File: src/rtl/wshb_arbiter.sv
// ============================================================================
// Module   : wshb_arbiter
// Brief    : Two-master round-robin Wishbone arbiter with an ack quantum that
//            forces hand-over from a master holding cyc permanently.
// Revision : 1.0
// ============================================================================
`default_nettype none

module wshb_arbiter #(
   parameter int QUANTUM = 64,
   parameter int ADR_W   = 32,
   parameter int DAT_W   = 16,
   localparam int SEL_W  = DAT_W / 8
) (
   input  logic             clk,
   input  logic             rst,
   // master 0
   input  logic             m0_cyc_i,
   input  logic             m0_stb_i,
   input  logic             m0_we_i,
   input  logic [ADR_W-1:0] m0_adr_i,
   input  logic [SEL_W-1:0] m0_sel_i,
   input  logic [DAT_W-1:0] m0_dat_ms_i,
   input  logic [2:0]       m0_cti_i,
   input  logic [1:0]       m0_bte_i,
   output logic             m0_ack_o,
   output logic             m0_err_o,
   output logic [DAT_W-1:0] m0_dat_sm_o,
   // master 1
   input  logic             m1_cyc_i,
   input  logic             m1_stb_i,
   input  logic             m1_we_i,
   input  logic [ADR_W-1:0] m1_adr_i,
   input  logic [SEL_W-1:0] m1_sel_i,
   input  logic [DAT_W-1:0] m1_dat_ms_i,
   input  logic [2:0]       m1_cti_i,
   input  logic [1:0]       m1_bte_i,
   output logic             m1_ack_o,
   output logic             m1_err_o,
   output logic [DAT_W-1:0] m1_dat_sm_o,
   // slave (SDRAM controller)
   output logic             s_cyc_o,
   output logic             s_stb_o,
   output logic             s_we_o,
   output logic [ADR_W-1:0] s_adr_o,
   output logic [SEL_W-1:0] s_sel_o,
   output logic [DAT_W-1:0] s_dat_ms_o,
   output logic [2:0]       s_cti_o,
   output logic [1:0]       s_bte_o,
   input  logic             s_ack_i,
   input  logic             s_err_i,
   input  logic [DAT_W-1:0] s_dat_sm_i,
   output logic [1:0]       grant_o
);

   localparam int CNT_W = $clog2(QUANTUM + 1);
   localparam logic [CNT_W-1:0] C_QUANT    = CNT_W'(QUANTUM);
   localparam logic [CNT_W-1:0] C_QUANT_M1 = CNT_W'(QUANTUM - 1);

   typedef enum logic [1:0] {
      S_IDLE = 2'd0,
      S_OWN0 = 2'd1,
      S_OWN1 = 2'd2
   } state_t;

   state_t           state_q, state_d;
   logic             last_q, last_d;
   logic [CNT_W-1:0] cnt_q, cnt_d;

   logic term;
   logic quantum_hit;

   assign term        = s_ack_i | s_err_i;
   // Counts the termination of the current cycle too, so hand-over lands on it.
   assign quantum_hit = (cnt_q == C_QUANT) || ((cnt_q == C_QUANT_M1) && term);

   always_ff @(posedge clk) begin
      if (rst) begin
         state_q <= S_IDLE;
         cnt_q   <= '0;
         last_q  <= 1'b1;
      end else begin
         state_q <= state_d;
         cnt_q   <= cnt_d;
         last_q  <= last_d;
      end
   end

   always_comb begin
      state_d = state_q;
      cnt_d   = cnt_q;
      last_d  = last_q;
      case (state_q)
         S_IDLE: begin
            if (m0_cyc_i && (!m1_cyc_i || last_q)) begin
               state_d = S_OWN0;
               cnt_d   = '0;
               last_d  = 1'b0;
            end else if (m1_cyc_i) begin
               state_d = S_OWN1;
               cnt_d   = '0;
               last_d  = 1'b1;
            end
         end
         S_OWN0: begin
            if (term && (cnt_q != C_QUANT)) cnt_d = cnt_q + 1'b1;
            if (!m0_cyc_i) begin
               state_d = m1_cyc_i ? S_OWN1 : S_IDLE;
               if (m1_cyc_i) begin
                  cnt_d  = '0;
                  last_d = 1'b1;
               end
            end else if (quantum_hit && m1_cyc_i && term) begin
               state_d = S_OWN1;
               cnt_d   = '0;
               last_d  = 1'b1;
            end
         end
         S_OWN1: begin
            if (term && (cnt_q != C_QUANT)) cnt_d = cnt_q + 1'b1;
            if (!m1_cyc_i) begin
               state_d = m0_cyc_i ? S_OWN0 : S_IDLE;
               if (m0_cyc_i) begin
                  cnt_d  = '0;
                  last_d = 1'b0;
               end
            end else if (quantum_hit && m0_cyc_i && term) begin
               state_d = S_OWN0;
               cnt_d   = '0;
               last_d  = 1'b0;
            end
         end
         default: begin
            state_d = S_IDLE;
         end
      endcase
   end

   logic own0, own1;
   assign own0 = (state_q == S_OWN0);
   assign own1 = (state_q == S_OWN1);

   // Handshake lines are gated by rst so a transfer in flight is dropped at once.
   assign s_cyc_o = !rst && ((own0 && m0_cyc_i) || (own1 && m1_cyc_i));
   assign s_stb_o = !rst && ((own0 && m0_stb_i) || (own1 && m1_stb_i));

   assign s_we_o     = own1 ? m1_we_i     : m0_we_i;
   assign s_adr_o    = own1 ? m1_adr_i    : m0_adr_i;
   assign s_sel_o    = own1 ? m1_sel_i    : m0_sel_i;
   assign s_dat_ms_o = own1 ? m1_dat_ms_i : m0_dat_ms_i;
   assign s_cti_o    = own1 ? m1_cti_i    : m0_cti_i;
   assign s_bte_o    = own1 ? m1_bte_i    : m0_bte_i;

   assign m0_ack_o = !rst && own0 && s_ack_i;
   assign m0_err_o = !rst && own0 && s_err_i;
   assign m1_ack_o = !rst && own1 && s_ack_i;
   assign m1_err_o = !rst && own1 && s_err_i;

   assign m0_dat_sm_o = s_dat_sm_i;
   assign m1_dat_sm_o = s_dat_sm_i;

   assign grant_o = {own1, own0};

endmodule

`default_nettype wire

File: config.mk
export PLATFORM = sky130hd
export DESIGN_NAME = wshb_arbiter
export DESIGN_NICKNAME = d
export VERILOG_FILES = /design/src/rtl/wshb_arbiter.sv
export SDC_FILE = /design/constraint.sdc
export NUM_CORES = 1
export LEC_CHECK = 0
export BUFFER_PORTS_ARGS = -buffer_cell sky130_fd_sc_hd__clkbuf_2
export CAP_MARGIN = 20
export CORE_AREA = 4 4 89 91
export DETAILED_ROUTE_END_ITERATION = 8
export DIE_AREA = 0 0 93 95
export PLACE_DENSITY = 0.65
export SETUP_SLACK_MARGIN = 0.2
export SLEW_MARGIN = 20
export SYNTH_ARGS = -nofsm -noshare
export SYNTH_HDL_FRONTEND = slang
export SYNTH_SLANG_ARGS = --single-unit
File: constraint.sdc
create_clock -name clk -period 2.21 [get_ports clk]
set_clock_uncertainty 0.1 [all_clocks]
set_input_delay 0 -clock clk [delete_from_list [all_inputs] [get_ports clk]]
set_output_delay 0 -clock clk [all_outputs]
set_load 0.05 [all_outputs]
==> results.txt, run 1 <==
Following the worst setup path forward leads to its endpoint at cnt_q[2]. The commonest register cell after synthesis is sky130_fd_sc_hd__dfxtp_1. The tightest min-delay check is of the primary input to register type. The warning count from the yosys run came out at 0. The mean instance size in the synthesized netlist is ~8.3 µm². After routing the design area is 2780 µm². The number of iterations in the first detailed-routing pass came out at 4. Setup repair after global routing left no endpoint under its margin. The worst setup path is launched from a register.

The unique cell type count in the Yosys netlist is 36. The worst supply voltage drop on vdd is 0.524 mV. The number of endpoints with negative hold slack in the final report came out at 0. Entering global routing, the biggest net connects 43 pins. For this run, asynchronously set or reset flops after synthesis account for 0%. The delay contributed by the slowest stage of the critical path came out at 0.44 ns. The worst-case hold slack is 0.106 ns. The area of the core region is 7140 µm².

The tool flagged a number of max-cap violations equal to 0. The logic depth of the worst path, buffers included came out at 6. The startpoint identified for the worst register-to-register timing path is state_q[1]. After detailed routing, the number of remaining DRC violations is 0. The capture point of the worst reg-to-reg path is cnt_q[2]. The shortest period the worst path allows is around 1.9 ns. Timing would allow up to ~530 MHz. The detailed-route wire length on metal 1 is 2690 µm.

The die covers 8840 µm². The total grt overflow is 0. Port buffering added 183 buffers. The die is 93 µm wide. The flip-flop and latch count after synthesis is 10. The congestion estimate from routability-driven global placement came to between 0.8 and 0.9. By area the synthesized netlist is led by sky130_fd_sc_hd__mux2_2, sky130_fd_sc_hd__buf_4, sky130_fd_sc_hd__dfxtp_1.

The total number of vias came out at roughly 2100. The final worst-path setup slack came out at 0.325 ns. Net switching is 63.2% of the power. The sequential fraction of design power came out at roughly 7%. The power density over cell area came out at 1260 nW/µm². The final setup TNS came out at 0 ns. The placement row count came out at 31. The area growth from synthesis to layout is 59.4%. The cell at the root of the clock tree is sky130_fd_sc_hd__clkbuf_8. For this run, the share of the core covered by cells in the final layout is between 30 and 40%. The first-iteration detailed-routing DRC count is 41.

The number of sinks on the clock net is 10. By startpoint and endpoint, the worst setup path is classified as register to register. The global-route wire length before repair is about 9500 µm. In the routed layout, each cell is associated on average with a via count of ~4.5. The floorplan die height came out at 95 µm. After detailed routing, the met2 layer carries 3500 µm of wire.

The number of antenna violations at the first check in global routing came to 0. The share of the yosys chip area belonging to registers is a little under an eighth. The sum of net half-perimeters after detailed placement came out at 5480 µm. Leaving out fill and tap cells, the most frequent cells in the layout are sky130_fd_sc_hd__clkbuf_2, sky130_fd_sc_hd__mux2_2, sky130_fd_sc_hd__dlygate4sd3_1, sky130_fd_sc_hd__nand2_1, sky130_fd_sc_hd__nor2_1. The share of cells above drive strength 1 came out at 68.1%. The area fraction of the dominant cell type after synthesis is between 30 and 40%. The synthesized netlist cell count is between 200 and 250. The net switching component of the power is 2220 µW.

The cell depth of the worst flop-to-flop path is 6. In this run, the combinational gates consume 87.7% of the power. The critical path goes through inv_1 -> ha_1 -> o31ai_1 -> a211oi_4 -> nand4_1 -> a31oi_1.

The library cell used most frequently in the layout, excluding fill and tap cells, is sky130_fd_sc_hd__clkbuf_2. The worst pin sits at a relative slew slack of between 30% and 40%. The count of boundary I/O pins is 232. Once the floorplan was initialized, standard cells occupied 24.5% of the core.

For the pin with the worst max-slew slack, the measured transition is 1.02 ns. The total wire length came out at around 7000 µm. The number of global-route vias before repair is 2013.

Together, buffers and inverters on the worst path number 1. In this run, CTS created clock tree buffers numbering 3. Setup violations remaining at the end of the flow were counted as 0. The overall global routing resource usage is roughly an eighth.

The post-synthesis net count came out at around 350. The routed length per placed instance came out at 14.8 µm. The total internal power is 1290 µW. The launch point of the critical path is state_q[1]. OpenSTA, run right after detailed placement, puts the worst setup slack at 0.217 ns. The number of flops mapped to enable cells by yosys came out at 0. The critical path required time is 2.27 ns. No sink is reached through more buffers than the 2 on the longest clock path.

The deepest level of the CTS H-tree is 1. Among all stages on the critical path, the largest delay is contributed by sky130_fd_sc_hd__a211oi_4. The fraction of power consumed by the clock network is about 5.5%. After clock tree synthesis, the clock-pin slew on the worst setup and hold paths is about 0.050 ns.

TritonCTS built the clock tree. The number of max-slew violations in the final report is 0. The clock insertion delay at the later pin of the skew report is 0.24 ns.

The worst path uses a little under nine tenths of the clock period. sky130_fd_sc_hd__mux2_2 takes more of the synthesized area than any other cell. The standby leakage power is 0.00139 µW. The detailed-routed wire length on met3 is 719 µm. The worst-path maximum fanout is 10. The worst setup path is captured at a register.

The dominant delay contributor by cell family on the critical path is compound AO/OA/AOI/OAI gates. The area of placed instances came out at between 2000 and 3000 µm². 0 antenna diodes ended up in the layout. The flow ran to the end, and the final reports show no timing, DRC or antenna violations.

For the worst setup path, the data arrival time is 1.95 ns. The highest layer touched by signal routing is met4. The post-route antenna net violation count came out at 0. In this run the cell area of the synthesized design comes to around 1700 µm². Across all register-to-register paths, the minimum setup slack is 0.33 ns.

The number of nets in the layout came out at 517.
area by class of cell:
cell class | instances | area [µm²]
Clock buffer | 3 | 41.3
Fill cell | 754 | 4360
Inverter | 7 | 26.3
Multi-Input combinational cell | 149 | 1250
Sequential cell | 10 | 200
Tap cell | 99 | 124
Timing Repair Buffer | 204 | 1140
metal layers:
metal  GRT usage, %  vias up
met4           2.93        0
met2           23.6      134
met3           3.59        7
met1           15.8      941
li1               -     1041
met5              0        -
repair_timing:
item	CTS	global route
cloned	0	1
endpoints found under the hold margin	32	0
endpoints found under the setup margin	49	50
gates resized for setup	1	1
hold buffers	16	0
pin swaps	0	1
setup buffers	0	2
flip-flops by register name (all words and copies together) (netlist names):
name,flops
last_q,1
cnt_q,7
state_q,2
cell usage after synthesis, drive strengths merged (2+ instances only):
cell	count
a211oi	2
a21oi	7
a22oi	2
a31oi	3
and3b	2
buf	39
clkbuf	5
dfxtp	10
ha	6
inv	7
mux2	56
nand2	15
nand2b	4
nand3	5
nor2	12
nor3	4
nor3b	3
o21a	2
o21ai	9
o31ai	3
power by group through the flow:
stage	combinational, µW	clock, µW	sequential (µW)
final	3080	193	239
after global routing	3240	210	242
after CTS	2990	199	237
after detailed placement	2820	0	237
after global placement	2800	0	233
after floorplan	2410	0	231
cell families (layout without fill, tap and decap cells):
logic type / Yosys count / after routing / synth area share [%]
muxes: 57 / 57 / 36.7
and+or+nand+nor: 53 / 53 / 15.8
buffers and inverters: 51 / 214 / 18.3
DFF: 10 / 10 / 11.5
adders and majority gates: 6 / 6 / 4.30
AOI/OAI and AO/OA: 33 / 33 / 13.5
how the worst min path moves through the flow:
stage                        start         endpoint  slack, ns  depth (start not counted)
floorplan            s_dat_sm_i[0]   m0_dat_sm_o[0]       0.07                          1
global placement    s_dat_sm_i[11]  m0_dat_sm_o[11]       -0.1                          0
detailed placement  s_dat_sm_i[11]  m0_dat_sm_o[11]       -0.1                          0
CTS                            rst         cnt_q[3]       0.10                          2
global route                   rst         cnt_q[2]       0.13                          2
finish                         rst         cnt_q[1]       0.11                          2
stage by stage:
step | instances | power [µW]
2_1_floorplan | 210 | 2640
3_3_place_gp | 450 | 3040
3_5_place_dp | 450 | 3060
4_1_cts | 469 | 3420
5_1_grt | 472 | 3690
6_report | 472 | 3510
worst register-to-register path, stage by stage, from the launching register on:
cell                       delay, ns
sky130_fd_sc_hd__dfxtp_1        0.39
sky130_fd_sc_hd__inv_1          0.10
sky130_fd_sc_hd__ha_1           0.32
sky130_fd_sc_hd__o31ai_1        0.11
sky130_fd_sc_hd__a211oi_4       0.44
sky130_fd_sc_hd__nand4_1        0.16
sky130_fd_sc_hd__a31oi_1        0.18
(Power assumes the default switching activity.)
==> run 2: changes to the inputs <==
--- a/config.mk
+++ b/config.mk
@@ -7,10 +7,10 @@
 export LEC_CHECK = 0
 export BUFFER_PORTS_ARGS = -buffer_cell sky130_fd_sc_hd__clkbuf_2
 export CAP_MARGIN = 20
-export CORE_AREA = 4 4 89 91
+export CORE_AREA = 4 4 87 89
 export DETAILED_ROUTE_END_ITERATION = 8
-export DIE_AREA = 0 0 93 95
-export PLACE_DENSITY = 0.65
+export DIE_AREA = 0 0 91 93
+export PLACE_DENSITY = 0.68
 export SETUP_SLACK_MARGIN = 0.2
 export SLEW_MARGIN = 20
 export SYNTH_ARGS = -nofsm -noshare
==> constraint.sdc (replaced) <==
create_clock -name clk -period 2.4 [get_ports clk]
set_clock_uncertainty 0.1 [all_clocks]
set_input_delay 0 -clock clk [delete_from_list [all_inputs] [get_ports clk]]
set_output_delay 0 -clock clk [all_outputs]
set_load 0.05 [all_outputs]
==> results.txt, run 2 (synthesis gave the netlist of run 1 again) <==
The max capacitance violation total came out at 0 (unchanged). The total grt overflow is 0 (unchanged). The placement row count is 30 (-3.2%). The switching power share of the total came to 64.0% (+0.83 points). The number of endpoints with negative hold slack in the final report came to 0 (unchanged). The standby leakage power is 0.00137 µW (-1.3%). The worst-path maximum fanout came out at 26 (+16). The maximum number of pins on one net before global-route repair is 36 (-16%). The fraction of power consumed by the clock network came out at 6.8% (+1.3 points). The deepest level of the CTS H-tree is 1 (unchanged). The number of nets in the layout is 514 (-0.58%). The post-route antenna net violation count was 0 (unchanged). The share of cells above drive strength 1 is 67.9% (-0.17 points). The most common cell after layout, fill and taps aside is sky130_fd_sc_hd__clkbuf_2.

The number of iterations in the first detailed-routing pass is 4 (unchanged). The total internal power is 1140 µW (-12%). The clock input transition at the sequential cells of the worst setup and hold paths came out at 0.05 ns (about the same). The overall global routing resource usage came to 15.0% (+1.7 points). The detailed-routed wire length on met3 came out at 536 µm (-25%). The global-route wire length before repair was 10500 µm (+9.8%).

The highest metal layer used by the detailed router is met4. cnt_q holds more flip-flops than any other register. The area of the core region is 6760 µm² (-5.3%). The shortest period the worst path allows came out at approximately 2 ns. TritonCTS built the clock tree.

The total number of vias came out at 2134 (+0.52%). The worst-case hold slack came out at 0.0806 ns (-0.0258 ns). The net switching component of the power came to 2020 µW (-8.7%). The worst setup path is captured at an output pin.

The number of global-route vias before repair came to 2204 (+9.5%). The part of the cycle the worst path needs is between 80 and 90%. The average via count per standard cell came out at 4.73 (+5.2%). The number of sinks on the clock net is 10 (unchanged). The end-of-flow core utilization is 40.1% (+1.2 points). Setup repair after global routing left no endpoint under its margin. The detailed-route wire length on metal 1 came out at 2830 µm (+5.4%). The clock insertion delay at the later pin of the skew report came to 0.24 ns (about the same). The worst setup path is launched from a register. The sequential fraction of design power is 6.8% (about the same). The worst relative slew slack is 29.8% (-1.9 points).

The number of flip-flops under the largest register name was 7 (unchanged). The number of CTS-inserted buffers came to 3 (unchanged). The first-iteration detailed-routing DRC count is 55 (+34%). The amount of wire on met2 after detailed routing came out at 3610 µm (+3.1%). From synthesis to final layout, the design area changed by 55.4%.

The count of boundary I/O pins came out at 232 (unchanged). The tree is rooted in a sky130_fd_sc_hd__clkbuf_8. The power density over cell area is 1170 nW/µm² (-7.6%).

The sum of net half-perimeters after detailed placement is 5730 µm (+4.5%). The power share of the combinational group is 86.4% (-1.3 points). The count of inserted antenna diode cells is 0 (unchanged). The maximum number of buffers from clock root to sink is 2 (unchanged). The depth of the worst hold-timing path is 2 (unchanged). The signal arrival time at the worst endpoint is 1.93 ns (-0.02 ns).

The number of antenna violations at the first check in global routing is 0 (unchanged). The transition time at the pin with the least slew margin is 1.05 ns (+0.0280 ns). The top cell types in the final layout, fill and taps aside, are sky130_fd_sc_hd__clkbuf_2, sky130_fd_sc_hd__mux2_2, sky130_fd_sc_hd__dlygate4sd3_1, sky130_fd_sc_hd__nand2_1, sky130_fd_sc_hd__nor2_1. The top achievable clock speed is 493 MHz. The starting density of the core is 25.8% (+1.4 points). The cell depth of the worst flop-to-flop path came out at 5 (-1). The type of the worst min-delay path is primary input to register. The largest registers in the layout are cnt_q (7), state_q (2), last_q (1).

The critical path required time was 2.30 ns (+0.03 ns). The count of final setup violators is 0 (unchanged). The die extent in x came out at 91 µm (-2.2%).

The number of max-slew violations in the final report was 0 (unchanged). The worst supply voltage drop on vdd came out at 0.535 mV (+2.1%). The floorplan die height came out at 93 µm (-2.1%). The number of buffers added on ports came out at 183 (unchanged). The final setup TNS came out at 0 ns (unchanged). The flow ran to the end, and the final reports show no timing, DRC or antenna violations. The area enclosed by the die boundary is 8460 µm² (-4.2%). The critical path is of the register to output pin type. The routability-driven placement congestion ratio was 0.800 (-9.1%).

The DRC violation count after routing was 0 (unchanged). The total wire length came to 7030 µm (+0.79%). The routed length per placed instance came to 15.6 µm (+5.5%).
## run 2: worst max-delay path, cell delays in order, from the launching register on
cell,delay (ns)
sky130_fd_sc_hd__dfxtp_1,0.32
sky130_fd_sc_hd__inv_1,0.11
sky130_fd_sc_hd__ha_2,0.26
sky130_fd_sc_hd__buf_4,0.34
sky130_fd_sc_hd__mux2_2,0.41
sky130_fd_sc_hd__clkbuf_2,0.24
## run 2: what timing repair did
item,4_1_cts,5_1_grt
resized for setup,0,2
setup endpoints to repair,0,5
hold buffers,16,0
setup buffers,0,0
endpoints found under the hold margin,32,0
## run 2: cell type report
cell class	count	area (µm²)
clock buffer	4	55.1
fill	681	4040
inverter	7	26.3
multi-input combinational	149	1240
sequential	10	200
tap	80	100
timing repair buffer	201	1090
## run 2: power by group through the flow
stage	logic, µW	clock network (µW)	registers, µW
4_1_cts	2720	221	214
3_5_place_dp	2590	0	217
3_3_place_gp	2570	0	215
5_1_grt	2870	232	217
2_1_floorplan	2220	0	212
6_report	2730	216	214
## run 2: final timing paths
kind                                  from           to  slack (ns)
worst max-delay path            state_q[0]  s_adr_o[14]        0.37
worst min register to register    cnt_q[6]     cnt_q[6]        0.39
worst max register to register    cnt_q[4]       last_q        0.53
worst min-delay path                   rst     cnt_q[0]        0.08
## run 2: metal layers
metal / GRT usage, % / up-vias
li1: - / 1035
met1: 18.3 / 964
met2: 27.2 / 131
met3: 2.74 / 4
met4: 3.27 / 0
met5: 0 / -
## run 2: metrics by stage
| step | setup WS [ns] | total power [µW] | cell area (µm²) | instances |
|---|---|---|---|---|
| after floorplan | 0.399 | 2430 | 1750 | 210 |
| after global placement | 0.475 | 2780 | 2490 | 431 |
| after detailed placement | 0.409 | 2800 | 2490 | 431 |
| after CTS | 0.299 | 3160 | 2700 | 451 |
| after global routing | 0.278 | 3320 | 2710 | 451 |
| final | 0.373 | 3160 | 2710 | 451 |
